File: src/rtl/eu_pipe.sv
// rtl/eu_pipe.sv - execution unit with two-cycle load, iterative multiply and writeback forwarding
module eu_pipe #(
    parameter int DATA_W    = 8,
    parameter int REG_ADR_W = 3,
    parameter int MEM_ADR_W = 8
) (
    input  logic                 clk,
    input  logic                 reset,
    input  logic                 issue_valid,
    output logic                 issue_ready,
    input  logic [3:0]           opcode,
    input  logic [REG_ADR_W-1:0] op_a_adr,
    input  logic [REG_ADR_W-1:0] op_b_adr,
    input  logic [REG_ADR_W-1:0] dest_reg,
    output logic [REG_ADR_W-1:0] op_a_send_adr,
    output logic [REG_ADR_W-1:0] op_b_send_adr,
    input  logic [DATA_W-1:0]    operand_a,
    input  logic [DATA_W-1:0]    operand_b,
    output logic [MEM_ADR_W-1:0] dm_addr,
    output logic [DATA_W-1:0]    dm_wdata,
    output logic                 dm_we,
    output logic                 dm_re,
    input  logic [DATA_W-1:0]    dm_rdata,
    output logic                 wb_valid,
    output logic [REG_ADR_W-1:0] wb_reg,
    output logic [DATA_W-1:0]    wb_data,
    output logic                 flag_z,
    output logic                 flag_c,
    output logic                 flag_n,
    output logic                 flag_v,
    output logic                 illegal_op
);

    localparam int SH_W  = $clog2(DATA_W);
    localparam int CNT_W = $clog2(DATA_W);
    localparam int MSB   = DATA_W - 1;

    localparam logic [3:0] OP_ADD   = 4'b0001;
    localparam logic [3:0] OP_SUB   = 4'b0010;
    localparam logic [3:0] OP_AND   = 4'b0011;
    localparam logic [3:0] OP_LOAD  = 4'b0100;
    localparam logic [3:0] OP_STORE = 4'b0101;
    localparam logic [3:0] OP_OR    = 4'b0110;
    localparam logic [3:0] OP_XOR   = 4'b0111;
    localparam logic [3:0] OP_SHL   = 4'b1000;
    localparam logic [3:0] OP_SHR   = 4'b1001;
    localparam logic [3:0] OP_MUL   = 4'b1010;
    localparam logic [3:0] OP_CMP   = 4'b1011;

    typedef enum logic [1:0] {Idle, LoadWait, MulBusy, MulWb} stateT;

    stateT                 state;
    stateT                 stateNext;
    logic                  accept;
    logic                  loadWb;
    logic [DATA_W-1:0]     wbDataQ;
    logic [DATA_W-1:0]     srcA;
    logic [DATA_W-1:0]     srcB;
    logic [MEM_ADR_W-1:0]  memAddr;
    logic [SH_W-1:0]       shAmt;
    logic [DATA_W:0]       addWide;
    logic [DATA_W:0]       subWide;
    logic [DATA_W:0]       shlWide;
    logic [DATA_W:0]       shrWide;
    logic [DATA_W-1:0]     aluRes;
    logic                  aluC;
    logic                  aluV;
    logic                  aluWb;
    logic                  aluFlg;
    logic [2*DATA_W-1:0]   mulAcc;
    logic [2*DATA_W-1:0]   mulCand;
    logic [2*DATA_W-1:0]   mulSum;
    logic [DATA_W-1:0]     mulPlier;
    logic [CNT_W-1:0]      mulCnt;
    logic                  mulLast;

    assign op_a_send_adr = op_a_adr;
    assign op_b_send_adr = op_b_adr;

    // Load data is passed straight through in its writeback cycle, then held.
    assign wb_data = loadWb ? dm_rdata : wbDataQ;

    assign accept = issue_valid && (state == Idle);
    assign srcA   = (wb_valid && (wb_reg == op_a_adr)) ? wb_data : operand_a;
    assign srcB   = (wb_valid && (wb_reg == op_b_adr)) ? wb_data : operand_b;

    assign memAddr = MEM_ADR_W'(srcA);
    assign shAmt   = srcB[SH_W-1:0];
    assign addWide = {1'b0, srcA} + {1'b0, srcB};
    assign subWide = {1'b0, srcA} - {1'b0, srcB};
    // Extra bit on the shifted-out side catches the last bit lost (0 when shAmt is 0).
    assign shlWide = {1'b0, srcA} << shAmt;
    assign shrWide = {srcA, 1'b0} >> shAmt;

    assign mulSum  = mulAcc + (mulPlier[0] ? mulCand : '0);
    assign mulLast = (mulCnt == CNT_W'(DATA_W - 1));

    // Single-cycle ALU result, carry/overflow and writeback/flag enables.
    always_comb begin
        aluRes = '0;
        aluC   = 1'b0;
        aluV   = 1'b0;
        aluWb  = 1'b0;
        aluFlg = 1'b0;
        case (opcode)
            OP_ADD: begin
                aluRes = addWide[DATA_W-1:0];
                aluC   = addWide[DATA_W];
                aluV   = (srcA[MSB] == srcB[MSB]) && (aluRes[MSB] != srcA[MSB]);
                aluWb  = 1'b1;
                aluFlg = 1'b1;
            end
            OP_SUB, OP_CMP: begin
                aluRes = subWide[DATA_W-1:0];
                aluC   = subWide[DATA_W];
                aluV   = (srcA[MSB] != srcB[MSB]) && (aluRes[MSB] != srcA[MSB]);
                aluWb  = (opcode == OP_SUB);
                aluFlg = 1'b1;
            end
            OP_AND: begin
                aluRes = srcA & srcB;
                aluWb  = 1'b1;
                aluFlg = 1'b1;
            end
            OP_OR: begin
                aluRes = srcA | srcB;
                aluWb  = 1'b1;
                aluFlg = 1'b1;
            end
            OP_XOR: begin
                aluRes = srcA ^ srcB;
                aluWb  = 1'b1;
                aluFlg = 1'b1;
            end
            OP_SHL: begin
                aluRes = shlWide[DATA_W-1:0];
                aluC   = shlWide[DATA_W];
                aluWb  = 1'b1;
                aluFlg = 1'b1;
            end
            OP_SHR: begin
                aluRes = shrWide[DATA_W:1];
                aluC   = shrWide[0];
                aluWb  = 1'b1;
                aluFlg = 1'b1;
            end
            default: ;
        endcase
    end

    // Control state register.
    always_ff @(posedge clk or posedge reset) begin
        if (reset) begin
            state <= Idle;
        end else begin
            state <= stateNext;
        end
    end

    // Next state and issue handshake: only loads and multiplies stall the issuer.
    always_comb begin
        stateNext   = state;
        issue_ready = 1'b0;
        case (state)
            Idle: begin
                issue_ready = 1'b1;
                if (accept && (opcode == OP_LOAD)) begin
                    stateNext = LoadWait;
                end else if (accept && (opcode == OP_MUL)) begin
                    stateNext = MulBusy;
                end
            end
            LoadWait: stateNext = Idle;
            MulBusy:  if (mulLast) stateNext = MulWb;
            MulWb:    stateNext = Idle;
            default:  stateNext = Idle;
        endcase
    end

    // Datapath: strobes, writeback, flags and the shift-add multiplier.
    always_ff @(posedge clk or posedge reset) begin
        if (reset) begin
            dm_addr    <= '0;
            dm_wdata   <= '0;
            dm_we      <= 1'b0;
            dm_re      <= 1'b0;
            wb_valid   <= 1'b0;
            wb_reg     <= '0;
            wbDataQ    <= '0;
            loadWb     <= 1'b0;
            flag_z     <= 1'b0;
            flag_c     <= 1'b0;
            flag_n     <= 1'b0;
            flag_v     <= 1'b0;
            illegal_op <= 1'b0;
            mulAcc     <= '0;
            mulCand    <= '0;
            mulPlier   <= '0;
            mulCnt     <= '0;
        end else begin
            dm_we      <= 1'b0;
            dm_re      <= 1'b0;
            wb_valid   <= 1'b0;
            loadWb     <= 1'b0;
            illegal_op <= 1'b0;
            if (loadWb) begin
                wbDataQ <= dm_rdata;
            end
            case (state)
                Idle: begin
                    if (accept) begin
                        if (opcode[3:2] == 2'b11) begin
                            illegal_op <= 1'b1;
                        end
                        case (opcode)
                            OP_LOAD: begin
                                dm_re   <= 1'b1;
                                dm_addr <= memAddr;
                                wb_reg  <= dest_reg;
                            end
                            OP_STORE: begin
                                dm_we    <= 1'b1;
                                dm_addr  <= memAddr;
                                dm_wdata <= srcB;
                            end
                            OP_MUL: begin
                                // Bit 0 of the multiplier is consumed at accept.
                                mulAcc   <= srcB[0] ? {{DATA_W{1'b0}}, srcA} : '0;
                                mulCand  <= {{(DATA_W-1){1'b0}}, srcA, 1'b0};
                                mulPlier <= srcB >> 1;
                                mulCnt   <= CNT_W'(1);
                                wb_reg   <= dest_reg;
                            end
                            default: begin
                                if (aluWb) begin
                                    wb_valid <= 1'b1;
                                    wb_reg   <= dest_reg;
                                    wbDataQ  <= aluRes;
                                end
                                if (aluFlg) begin
                                    flag_z <= (aluRes == '0);
                                    flag_n <= aluRes[MSB];
                                    flag_c <= aluC;
                                    flag_v <= aluV;
                                end
                            end
                        endcase
                    end
                end
                LoadWait: begin
                    wb_valid <= 1'b1;
                    loadWb   <= 1'b1;
                end
                MulBusy: begin
                    if (mulLast) begin
                        wb_valid <= 1'b1;
                        wbDataQ  <= mulSum[DATA_W-1:0];
                        flag_z   <= (mulSum[DATA_W-1:0] == '0);
                        flag_n   <= mulSum[MSB];
                        flag_c   <= |mulSum[2*DATA_W-1:DATA_W];
                        flag_v   <= |mulSum[2*DATA_W-1:DATA_W];
                    end else begin
                        mulAcc   <= mulSum;
                        mulCand  <= mulCand << 1;
                        mulPlier <= mulPlier >> 1;
                        mulCnt   <= mulCnt + CNT_W'(1);
                    end
                end
                default: ;
            endcase
        end
    end

endmodule

File: config.mk
export PLATFORM = sky130hd
export DESIGN_NAME = eu_pipe
export DESIGN_NICKNAME = d
export VERILOG_FILES = /design/src/rtl/eu_pipe.sv
export SDC_FILE = /design/constraint.sdc
export NUM_CORES = 1
export LEC_CHECK = 0
export ABC_AREA = 1
export ABC_CLOCK_PERIOD_IN_PS = 3600
export CORE_ASPECT_RATIO = 0.75
export CORE_MARGIN = 1
export CORE_UTILIZATION = 55
export CTS_CLUSTER_SIZE = 16
export DETAILED_ROUTE_END_ITERATION = 8
export PLACE_DENSITY = 0.86
export SYNTH_ARGS = -nofsm -noshare
export SYNTH_HDL_FRONTEND = slang
export SYNTH_SLANG_ARGS = --single-unit
File: constraint.sdc
create_clock -name clk -period 3.6 [get_ports clk]
set_clock_uncertainty 0.2 [all_clocks]
set_input_delay 0.54 -clock clk [delete_from_list [all_inputs] [get_ports clk]]
set_output_delay 0.54 -clock clk [all_outputs]
set_load 0.01 [all_outputs]
# Yosys cells after proc, flatten, opt, wreduce, memory -nomap -nowiden
# Index checks and enable logic that the tools add are counted.
# W data, S select, Z words.
# totals
register_bits	81
in_bits	40
out_inout_bits	42
wordCells	155
# classes
n_addsub	4
n_eq_ne	29
shift	2
mux	72
bitwise_logic	4
n_reduce_logical	26
# op_table
op	n
$mux W16	7
$mux W8	11
$pmux W16 S2	2
$pmux W8 S7	1
$pmux W8 S2	2
$mux W1	31
$add A16 B16 Y16	1
$eq A4 B3 Y1 const B	4
$eq A4 B4 Y1 const B	4
$logic_not A8 Y1	2
$reduce_or A8 Y1	2
$mux W3	4
$pmux W1 S2	6
$pmux W3 S2	2
$ne A2 B2 Y1 const B	5
$add A8 B8 Y9	1
$shl A8 B3 Y9	1
$shr A9 B3 Y9	1
$sub A8 B8 Y9	1
$and A8 B8 Y8	1
$eq A4 B2 Y1 const B	2
$or A8 B8 Y8	1
$reduce_and A4 Y1	2
$reduce_or A2 Y1	4
other kinds (24)	39

# Depth between registers and ports, before layout
# logic_depth
ltp_word	11
depth_mapped	26
ltp_nobuf	25

# Worst setup path after synthesis
# OpenSTA, ideal clock, no wires.
# synth_path
kind	input to register
startpoint	input op_b_adr[0]
endpoint	register flag_z
setup_time_ns	0.071
t_arrival_ns	3.035
setup_slack_ns	0.294
path_stages	22
n_path_buf	2
path_cell_list	inv_1 -> nand2_1 -> nand2_1 -> nor2_4 -> nand2_4 -> clkbuf_1 -> o21ai_0 -> ha_1 -> clkbuf_1 -> a21oi_1 -> o211ai_1 -> nand2_1 -> nand2_1 -> a21oi_1 -> inv_1 -> nand2_1 -> a21oi_1 -> nor2_1 -> nand2_1 -> nor2_1 -> nor2_1 -> nor2_1
# synth_between
elab_chain_cells	10
word_cells_on_any_way	16
# synth_rtl
item	line	rtl
from (decl)	13	input logic [REG_ADR_W-1:0] op_b_adr,
$eq A3 B3 Y1 *	85	assign srcB = (wb_valid && (wb_reg == op_b_adr)) ? wb_data : operand_b;
$logic_and A1 B1 Y1 *	85	
$mux W8 *	85	
$sub A8 B8 Y9, or another cell as far along	90	assign subWide = {1'b0, srcA} - {1'b0, srcB};
$pmux W8 S7 *	105	case (opcode)
$logic_not A8 Y1 *	241	flag_z <= (aluRes == '0);
$mux W1 *	240	if (aluFlg) begin
$mux W1 *	215	case (opcode)
$mux W1 *	211	if (accept) begin
$pmux W1 S2 *	209	case (state)
to (signal assigned)	241	
to (signal assigned)	258	flag_z <= (mulSum[DATA_W-1:0] == '0);
to (decl)	27	output logic flag_z,
# Mark *: on every way between the ends. The rest lies on a longest branch, timed or not. The select of a mux whose other input is x is not followed.
# A chain may end at the register's enable or synchronous reset.

# Worst setup path after layout
# layout_path
startpoint	register loadWb
endpoint	register wbDataQ[5]
# layout_between
elab_chain_cells	8
word_cells_on_any_way	16
# layout_rtl
item	line	rtl
from (decl)	55	logic loadWb;
from (signal assigned)	190	loadWb <= 1'b0;
from (signal assigned)	204	loadWb <= 1'b0;
from (signal assigned)	252	loadWb <= 1'b1;
$mux W8 *	81, 206	
$mux W8 (on tied branches)	84, 85	
$sub A8 B8 Y9, or another cell as far along	90	
$pmux W8 S7	105	
$mux W8	235	if (aluWb) begin
$mux W8	215	
$mux W8	211	
$pmux W8 S2 *	209	
to (signal assigned)	207	wbDataQ <= dm_rdata;
to (signal assigned)	238	wbDataQ <= aluRes;
to (signal assigned)	257	wbDataQ <= mulSum[DATA_W-1:0];
to (decl)	56	logic [DATA_W-1:0] wbDataQ;
# Mark *: on every way between the ends. The rest lies on a longest branch, timed or not.

==> out/metrics.cfg <==
[worst_hold_path]
hold_path_class=reg2reg

[clock_network]
cts_inserted_buffers=9
cts-htree-levels=3
cts.sink_count=79
clk_slew_on_worst_s_h_paths_ps=70
insertion_delay_ps=350
cts_root_buf=sky130_fd_sc_hd__clkbuf_16
holdBufCountCts=0
cts_tree=yes
cts.path.max_buffers=2

[power]
power.share.sequential_pct=23.1
clock_power_share_pct=15.0
vdd_drop_max_mv=0.4688
pwr-share-comb_pct=61.9
power_switching_w=0.003297
cellLeakagePower_nw=4.442
power.switching_fraction_pct=48.18
p_int_w=0.003547
cellPowerDensity_mw_per_mm2=793.8

[synthesis]
synth-main-ff-cell=sky130_fd_sc_hd__dfrtp_1
ys_top_cells_by_area=sky130_fd_sc_hd__dfrtp_1 30%, sky130_fd_sc_hd__nand2_1 16%, sky130_fd_sc_hd__ha_1 7.9%, sky130_fd_sc_hd__inv_1 6.3%, sky130_fd_sc_hd__nand3_1 5.6%
netlist.top_cell.by_area=sky130_fd_sc_hd__dfrtp_1
synth_cell_type_count=46
synth-async-reset-ratio_pct=100.0
synth-edff-count=0
post_synth.cell_area_avg_um2=6.717
mappedNetlistArea_mm2=0.006656
synth-seq-cells=79
yosys.area.top_type_share_pct=29.70
yosysWarnings=0
synthesis.nets=1076
syn_inst=991
yosysSeqAreaShare_pct=29.70

[drt]
routedWlPerCell_um=18.15
ant_nets=0
remaining_drc_errors=0
route.final.wire_length_mm=23.63
detailedRoute.firstPassIterationCount=8
vias_per_cell=5.966
iteration_0_drc_count_of_the_detailed_router=1167
via_count=7768

[timing]
relSlewSlack_pct=51.91
final.min_clock_period_ps=3476
sum_of_negative_setup_slack_ps=0
timing.fmax_mhz=287.7
report.final.hold_viol_count=0
finalCritPeriodShare_pct=96.56
worst_pin_slew_ps=715.2
final.setup.worst_slack_ps=123.7
setup_violations=0
timing_max_transition_violations_final=0

[global_route]
grt_util_all_layers_pct=38.03
antenna_found_initial=0
grt_max_degree=80
globalRoute.totalOverflow=0
grt_pass1_vias=6913
grt_first_pass_wirelength_mm=36.55

[flow_run]
drv_cap=0

[finish]
top_regs=mulAcc: 16 flops, mulCand: 15 flops
antenna-diode-count=0
areaGrowthSynthToFinish_pct=29.51
post_route_cells_drive_above_1_share_pct=16.40
largest_register_by_flop_count=mulAcc
fin_nets=1220
largest_register_ffs=16

[setup_path]
critical_path_required_ps=3590
worstSetupPathType=reg2reg
start_kind=flop
crit_path_end_kind=flop
cp.arrival_ps=3470
path_max_fanout=12

[floorplanning]
die-height_um=97.28
fp.dieW_um=129.0
core-area_mm2=0.01170
effective_utilization_at_floorplan_pct=56.90
placement_rows=34
die_area_mm2=0.01255
top_level_ports=82

[placement]
gp_congestion=1.049
place.detailed.hpwl_mm=17.43
preCtsSetupSlack_ps=-481.3
numPortBuffers=81

[run_status]
run_status=finished, final reports clean

## layer usage
metal	vias up	track usage (%)	share of wire, %
met5	-	0	0
met4	0	11.22	2.9
met3	77	9.857	15
met2	639	53.89	40
met1	3545	56.45	42
li1	3507	-	-
## worst max-delay path: stages, from the launching register on
cell and delay (ps):
sky130_fd_sc_hd__dfrtp_2 520, sky130_fd_sc_hd__inv_1 210, sky130_fd_sc_hd__nand2_1 100, sky130_fd_sc_hd__nand2_2 120, sky130_fd_sc_hd__inv_2 90, sky130_fd_sc_hd__o21ai_4 190, sky130_fd_sc_hd__inv_2 70, sky130_fd_sc_hd__ha_4 260
sky130_fd_sc_hd__inv_2 130, sky130_fd_sc_hd__nand3_2 100, sky130_fd_sc_hd__a21oi_2 160, sky130_fd_sc_hd__nor2_1 80, sky130_fd_sc_hd__o21bai_1 230, sky130_fd_sc_hd__nand2_1 80, sky130_fd_sc_hd__nand2_1 60, sky130_fd_sc_hd__nor2_1 60
sky130_fd_sc_hd__nor2_2 160, sky130_fd_sc_hd__nand2_2 100, sky130_fd_sc_hd__buf_4 140, sky130_fd_sc_hd__buf_4 120, sky130_fd_sc_hd__nand2_1 80, sky130_fd_sc_hd__a22oi_1 70
## worst paths after layout
path / depth (start not counted) / slack (ps) / startpoint / to
setup / recovery: 21 / 120 / loadWb$_DFF_PP0_ / wbDataQ[5]$_DFF_PP0_
hold / removal: 1 / 280 / mulCnt[0]$_DFFE_PP0P_ / mulCnt[0]$_DFFE_PP0P_
setup reg to reg: 21 / 120 / loadWb$_DFF_PP0_ / wbDataQ[5]$_DFF_PP0_
hold reg to reg: 1 / 280 / mulCnt[0]$_DFFE_PP0P_ / mulCnt[0]$_DFFE_PP0P_
max in group asynchronous: 3 / 2460 / reset / mulPlier[5]$_DFFE_PP0P_
min in group asynchronous: 3 / 390 / reset / wb_reg[2]$_DFFE_PP0P_
## Yosys cell counts, types with 8 or more instances
cell type,n
sky130_fd_sc_hd__a21oi_1,72
sky130_fd_sc_hd__buf_4,8
sky130_fd_sc_hd__clkbuf_1,14
sky130_fd_sc_hd__dfrtp_1,79
sky130_fd_sc_hd__ha_1,42
sky130_fd_sc_hd__inv_1,111
sky130_fd_sc_hd__inv_2,10
sky130_fd_sc_hd__nand2_1,279
sky130_fd_sc_hd__nand2_2,24
sky130_fd_sc_hd__nand3_1,74
sky130_fd_sc_hd__nor2_1,93
sky130_fd_sc_hd__o21ai_0,62
sky130_fd_sc_hd__xor2_1,10
## stage by stage
step                      cells  utilization, %  hold slack, ps  total power [W]  cell area (um2)
final                      1302           73.69           278.5         0.006843             8621
after global placement     1278           69.22           259.7         0.005381             8098
after CTS                  1295           72.26           280.7         0.006586             8453
after detailed placement   1278           69.22           270.9         0.005477             8098
after global routing       1302           73.69           305.3         0.007265             8621
after floorplan             991               -           233.5         0.003994             6656
## layout make-up
type | instances | area [um2]
Sequential cell | 79 | 1978
Multi-Input combinational cell | 750 | 4090
Fill cell | 843 | 3078
Clock buffer | 10 | 239.0
Clock inverter | 6 | 92.59
Tap cell | 162 | 202.7
Timing Repair Buffer | 172 | 1555
Inverter | 123 | 462.9
## placed cells by master, fill, tap and decap left out, types with 6 or more instances in the layout
master / n
sky130_fd_sc_hd__buf_4: 85
sky130_fd_sc_hd__xor2_1: 10
sky130_fd_sc_hd__a221oi_1: 7
sky130_fd_sc_hd__nor2_1: 89
sky130_fd_sc_hd__a22oi_1: 6
sky130_fd_sc_hd__nand2_4: 6
sky130_fd_sc_hd__nand3_1: 73
sky130_fd_sc_hd__nand4_1: 6
sky130_fd_sc_hd__clkdlybuf4s50_1: 75
sky130_fd_sc_hd__inv_2: 14
sky130_fd_sc_hd__a21oi_1: 69
sky130_fd_sc_hd__nand2_2: 27
sky130_fd_sc_hd__o21ai_0: 60
sky130_fd_sc_hd__ha_1: 36
sky130_fd_sc_hd__clkbuf_16: 9
sky130_fd_sc_hd__nor3_1: 7
sky130_fd_sc_hd__inv_1: 106
sky130_fd_sc_hd__dfrtp_1: 78
sky130_fd_sc_hd__nand2_1: 275
## timing repair
action	in CTS	in global routing
pin swaps	2	15
buffers inserted	1	7
gates resized for setup	7	32
setup endpoints to repair	2	10
## logic make-up after synthesis
family                   Yosys count  synth area share (%)
buffers and inverters            162                 10.49
XOR/XNOR                          15                 1.974
AO/OA/AOI/OAI                    188                 16.65
adder cells (fa/ha/maj)           45                 8.797
AND/OR/NAND/NOR                  502                 32.39
flip-flops                        79                 29.70
## power by group through the flow
| stage | registers (W) | logic [W] | clock network, W |
|---|---|---|---|
| 2_1_floorplan | 0.00154 | 0.00245 | 0 |
| 3_3_place_gp | 0.00157 | 0.00381 | 0 |
| 3_5_place_dp | 0.00158 | 0.00390 | 0 |
| 4_1_cts | 0.00157 | 0.00399 | 0.00103 |
| 5_1_grt | 0.00162 | 0.00458 | 0.00106 |
| 6_report | 0.00158 | 0.00423 | 0.00103 |
No activity file was read; power rests on OpenSTA's default activity.
